**config.mk**
```make
export PLATFORM = sky130hd
export DESIGN_NAME = param_updown_counter
export DESIGN_NICKNAME = d
export VERILOG_FILES = /design/src/rtl/param_updown_counter.sv
export SDC_FILE = /design/constraint.sdc
export NUM_CORES = 1
export LEC_CHECK = 0
export CAP_MARGIN = 0
export CORE_ASPECT_RATIO = 0.8
export CORE_MARGIN = 2
export CORE_UTILIZATION = 43
export DETAILED_ROUTE_END_ITERATION = 10
export PLACE_DENSITY = 0.75
export SETUP_SLACK_MARGIN = 0.05
export SYNTH_ARGS = -nofsm -noshare
export SYNTH_HDL_FRONTEND = slang
export SYNTH_SLANG_ARGS = --single-unit
```
**constraint.sdc**
```tcl
create_clock -name clk -period 1.7 [get_ports clk]
set_input_delay 0.34 -clock clk [delete_from_list [all_inputs] [get_ports clk]]
set_output_delay 0.34 -clock clk [all_outputs]
set_load 0.005 [all_outputs]
```
**src/rtl/param_updown_counter.sv**
```systemverilog
// Parametrised up/down counter with programmable modulus, parallel load,
// wrap/saturate limit handling, a registered limit pulse and sticky flags.
module param_updown_counter #(
  parameter int unsigned WIDTH   = 8,
  parameter int unsigned MAX_VAL = (1 << WIDTH) - 1,
  parameter int unsigned RST_VAL = 0
) (
  input  logic             clk,
  input  logic             reset,
  input  logic             en,
  input  logic             mode,
  input  logic             sat,
  input  logic             load,
  input  logic [WIDTH-1:0] load_val,
  input  logic             flag_clr,
  output logic [WIDTH-1:0] count,
  output logic             tc,
  output logic             wrap_evt,
  output logic             ovf,
  output logic             unf
);

  localparam logic [WIDTH-1:0] MAX_C = WIDTH'(MAX_VAL);
  localparam logic [WIDTH-1:0] RST_C = WIDTH'(RST_VAL);
  localparam logic [WIDTH-1:0] ONE_C = WIDTH'(1);

  logic [WIDTH-1:0] count_q, count_d;
  logic             wrap_evt_q, wrap_evt_d;
  logic             ovf_q, ovf_d;
  logic             unf_q, unf_d;
  logic             at_max, at_min;

  assign at_max = (count_q == MAX_C);
  assign at_min = (count_q == '0);

  always_comb begin
    count_d    = count_q;
    wrap_evt_d = 1'b0;
    ovf_d      = ovf_q & ~flag_clr;
    unf_d      = unf_q & ~flag_clr;
    if (load) begin
      count_d = (load_val > MAX_C) ? MAX_C : load_val;
    end else if (en) begin
      if (!mode) begin
        // Limit compare precedes the increment so wrap is modulo MAX_VAL+1.
        if (at_max) begin
          count_d    = sat ? MAX_C : '0;
          wrap_evt_d = 1'b1;
          ovf_d      = 1'b1;
        end else begin
          count_d = count_q + ONE_C;
        end
      end else begin
        if (at_min) begin
          count_d    = sat ? '0 : MAX_C;
          wrap_evt_d = 1'b1;
          unf_d      = 1'b1;
        end else begin
          count_d = count_q - ONE_C;
        end
      end
    end
  end

  always_ff @(posedge clk or posedge reset) begin
    if (reset) begin
      count_q    <= RST_C;
      wrap_evt_q <= 1'b0;
      ovf_q      <= 1'b0;
      unf_q      <= 1'b0;
    end else begin
      count_q    <= count_d;
      wrap_evt_q <= wrap_evt_d;
      ovf_q      <= ovf_d;
      unf_q      <= unf_d;
    end
  end

  assign count    = count_q;
  assign wrap_evt = wrap_evt_q;
  assign ovf      = ovf_q;
  assign unf      = unf_q;
  assign tc       = en & (mode ? at_min : at_max);

endmodule
```
# Word level (Yosys, flattened, before mapping)
# Cells that the tools add are included.
[word_totals]
register_bits = 11
input_bits = 15
output_inout_bits = 12
elab_cells = 36
[op_classes]
addsub = 2
magnitude_cmp = 1
eq_ne = 1
mux = 22
n_bitwise = 4
n_reduce_logical = 2
[ops]
columns = ["cell", "n"]
rows = [
  ["$mux W8", 8],
  ["$mux W1", 14],
  ["$add A8 B1 Y8 const B", 1],
  ["$eq A8 B8 Y1 const B", 1],
  ["$gt A8 B8 Y1 const B", 1],
  ["$logic_not A8 Y1", 1],
  ["$sub A8 B1 Y8 const B", 1],
  ["$and A1 B1 Y1", 3],
  ["$reduce_bool A2 Y1", 1],
  ["$not A1 Y1", 1],
]

# Depth between registers and ports, before layout
[depth]
ltp_word = 6
ltp_mapped = 6
depth_no_buf = 6

# Least setup slack after synthesis
# OpenSTA, ideal clock, no wires.
[synth_timing]
path_type = "register to output"
start = "reg count_q[2] (netlist: count[2])"
end = "out tc"
arrival_ns = 1.443
t_required_ns = 1.360
setup_slack_ns = -0.083
path_stages_with_launch = 5
n_path_buf = 0
cell_sequence = "dfrtp_1 -> or4_4 -> nor3_2 -> a21oi_1 -> nor2b_1"
[synth_via]
elab_chain_len = 3
elab_cells_between_ends = 4
classes_between = "1 x eq/ne; 1 x mux; 1 x bitwise; 1 x reduce/logical"
[synth_lines]
columns = ["element", "line_no", "text"]
rows = [
  ["start, declared", "27", "logic [WIDTH-1:0] count_q, count_d;"],
  ["start signal, assigned", "72", "count_q <= count_d;"],
  ["$eq A8 B8 Y1 or $logic_not A8 Y1 (tied branches)", "33, 34", ""],
  ["$mux W1 (*)", "83", "assign tc = en & (mode ? at_min : at_max);"],
  ["$and A1 B1 Y1 (*)", "83", ""],
  ["end, declared", "17", "output logic tc,"],
]
# Every way passes the cells marked *; elsewhere a longest branch is shown, timed or not.

# Worst setup path after layout
# Same ends and word-level chain as after synthesis.

==> flow_summary.yaml <==
route:
  final_antenna_net_count: 0
  routedWlPerCell_um: 22.55
  drt-pass1-iter-count: 6
  vias: 1545
  via_per_inst: 6.747
  drtIter0Drc: 245
  drc_errors: 0
  wirelength_um: 5164
cells_and_area:
  drive_gt1_share_pct: 40.20
  diodes: 0
  fin_nets: 223
  post-route-util_pct: 84.92
  areaGrowthSynthToFinish_pct: 80.65
logic_synthesis:
  synth-edff-count: 0
  synth.most_common_cell: "dfrtp_1"
  ys_seq_elements: 11
  synth.area.top_cells: "dfrtp_1, a21oi_1, nor3_1, nor3b_1, nand3_1"
  yosysSeqAreaShare_pct: 26.44
  async_reset_ff_share_pct: 100.0
  synth_top_area_cell: "dfrtp_1"
  synth_top_cell_area_share_pct: 26.44
  ys_warn_count: 0
  synth_cell_types: 44
  synth-main-ff-cell: "dfrtp_1"
  syn-num-nets: 154
  syn_area_um2: 1041
  synthTopCellsByCount: "dfrtp_1, nor2_1, a21oi_1, nor3_1"
  syn_area_per_cell_um2: 7.654
  synthCells: 136
outcome:
  status: "finished with violations"
  violations: "setup timing"
floorplanning:
  num_rows: 15
  initial_utilization_pct: 47.01
  fp.dieW_um: 59.01
  pin_count: 27
  core_um2: 2215
  die_area_um2: 2833
  die_h_um: 48.01
setup_path:
  arrival_ns: 1.71
  cp_max_fo: 2
  worst-r2r-cell-count: 5
  endpoint_kind: "output port"
  required_ns: 1.36
  crit_type: "reg -> out"
  startpoint_type: "flip-flop"
grt:
  grt_usage_pct: 33.49
  grt_pass1_vias: 1357
  grt_start_max_net_pins: 17
  grt_pass1_wl_um: 6768
  grt_overflow: 0
  antenna_found_initial: 0
clock_network:
  path_clk_slew_ns: 0.09
  cts_tree: "built"
  clk_path_buf_depth: 2
  cts_made_buffers: 3
  clk_latency_ns: 0.29
  cts.sinks: 11
  ctsHoldBuffers: 0
  root_buffer: "clkbuf_4"
  cts-htree-levels: 1
pwr:
  cellPowerDensity_nw_per_um2: 653.6
  p_leak_nw: 0.8012
  vdd.ir_drop.worst_mv: 0.4409
sta:
  skew_ns: 0.009466
  max_slew_margin_pct: 67.14
  worst_pin_slew_ns: 0.4923
  setup_viol: 9
  finalCritPeriodShare_pct: 120.8
  timing.final.ws_setup_ns: -0.3541
  fmax_mhz: 486.8
  rsz0062_at_grt: "yes"
  hold_violations: 0
  final_max_slew_viol_count: 0
  min_period_ns: 2.054
worst_hold_path:
  min-delay-path-class: "in -> async"
run:
  cap_violations: 0
place:
  preCtsSetupSlack_ns: -0.4760
  place_congestion: 0.8999
  hpwl_um: 2862
  port_buffers: 26
state kept, by name, summed over array words and instances, names as in the netlist:
name,cells
wrap_evt,1
count,8
unf,1
ovf,1
layer usage:
layer | GRT usage (%) | up-vias | routed length [um]
li1 | - | 652 | -
met1 | 40.26 | 720 | 1918
met2 | 60.22 | 130 | 2444
met3 | 7.027 | 43 | 515
met4 | 12.73 | 0 | 286
met5 | 0 | - | 0
path summary, 6_finish.rpt:
check	startpoint	end	slack, ns
min reg2reg	unf	unf	0.54
min	reset	ovf	0.35
min in group clk	unf	unf	0.54
max reg2reg	count[2]	count[7]	-0.33
max	count[2]	tc	-0.35
max in group asynchronous	reset	count[0]	0.97
cell families after synthesis:
logic type | synth area share [%]
AND/OR/NAND/NOR | 31.97
buffers and inverters | 6.731
multiplexers | 0.9616
XOR/XNOR | 2.524
adder cells (fa/ha/maj) | 3.606
AO/OA/AOI/OAI | 27.77
flip-flops | 26.44
repair_timing:
item / 4_1_cts / 5_1_grt
pin swaps: 13 / 10
setup buffers: 10 / 6
setup endpoints to repair: 15 / 12
resized for setup: 32 / 25
metrics by stage:
stage	hold slack (ns)	total power, mW	area (um2)	TNS (ns)	std cells
floorplan	0.1924	0.5702	1054	-0.1007	136
global placement	0.5258	0.8044	1564	-1.416	211
detailed placement	0.5278	0.8246	1564	-1.725	211
CTS	0.3745	1.084	1730	-0.6721	224
global route	0.3890	1.264	1881	-1.332	229
finish	0.3529	1.229	1881	-1.059	229
power by group:
group	leakage (nW)	internal (mW)	total, mW	switching (mW)
Sequential	0.137	0.288	0.316	0.0279
Clock	0.0177	0.0876	0.205	0.117
Combinational	0.646	0.348	0.708	0.360
Total	0.801	0.724	1.23	0.506
critical path, stage by stage, from the launching register on:
cell	delay (ns)
dfrtp_1	0.41
or4_4	0.56
nor3_4	0.15
a21oi_2	0.09
nor2b_1	0.11
buf_2	0.12
cell usage in the layout (no fill, tap or decap), types with 3 or more instances in the layout:
cell             synthesis  layout
xor2_1                   3       3
inv_1                    7       5
o22ai_1                  3       3
clkbuf_4                 0       3
a21oi_1                  9       8
nand2_1                  8       6
o21ai_0                  5       3
nor3_1                   9       8
nand3_1                  8       5
buf_4                    0      40
dfrtp_1                 11       9
buf_6                    0       7
nor3b_1                  6       5
clkdlybuf4s50_1          0      18
nand2b_1                 5       4
dlygate4sd2_1            0       5
nor2_1                  10      10
area by class of cell:
cell class	instances	area, um2
clock buffers	3	22.52
clock inverters	1	5.005
fillers	125	334.1
inverters	7	26.28
multi-input cells	107	857.1
flip-flops and latches	11	277.8
well taps	25	31.28
repair buffers	75	660.6
Note: power is estimated with default switching activity, not from simulation.
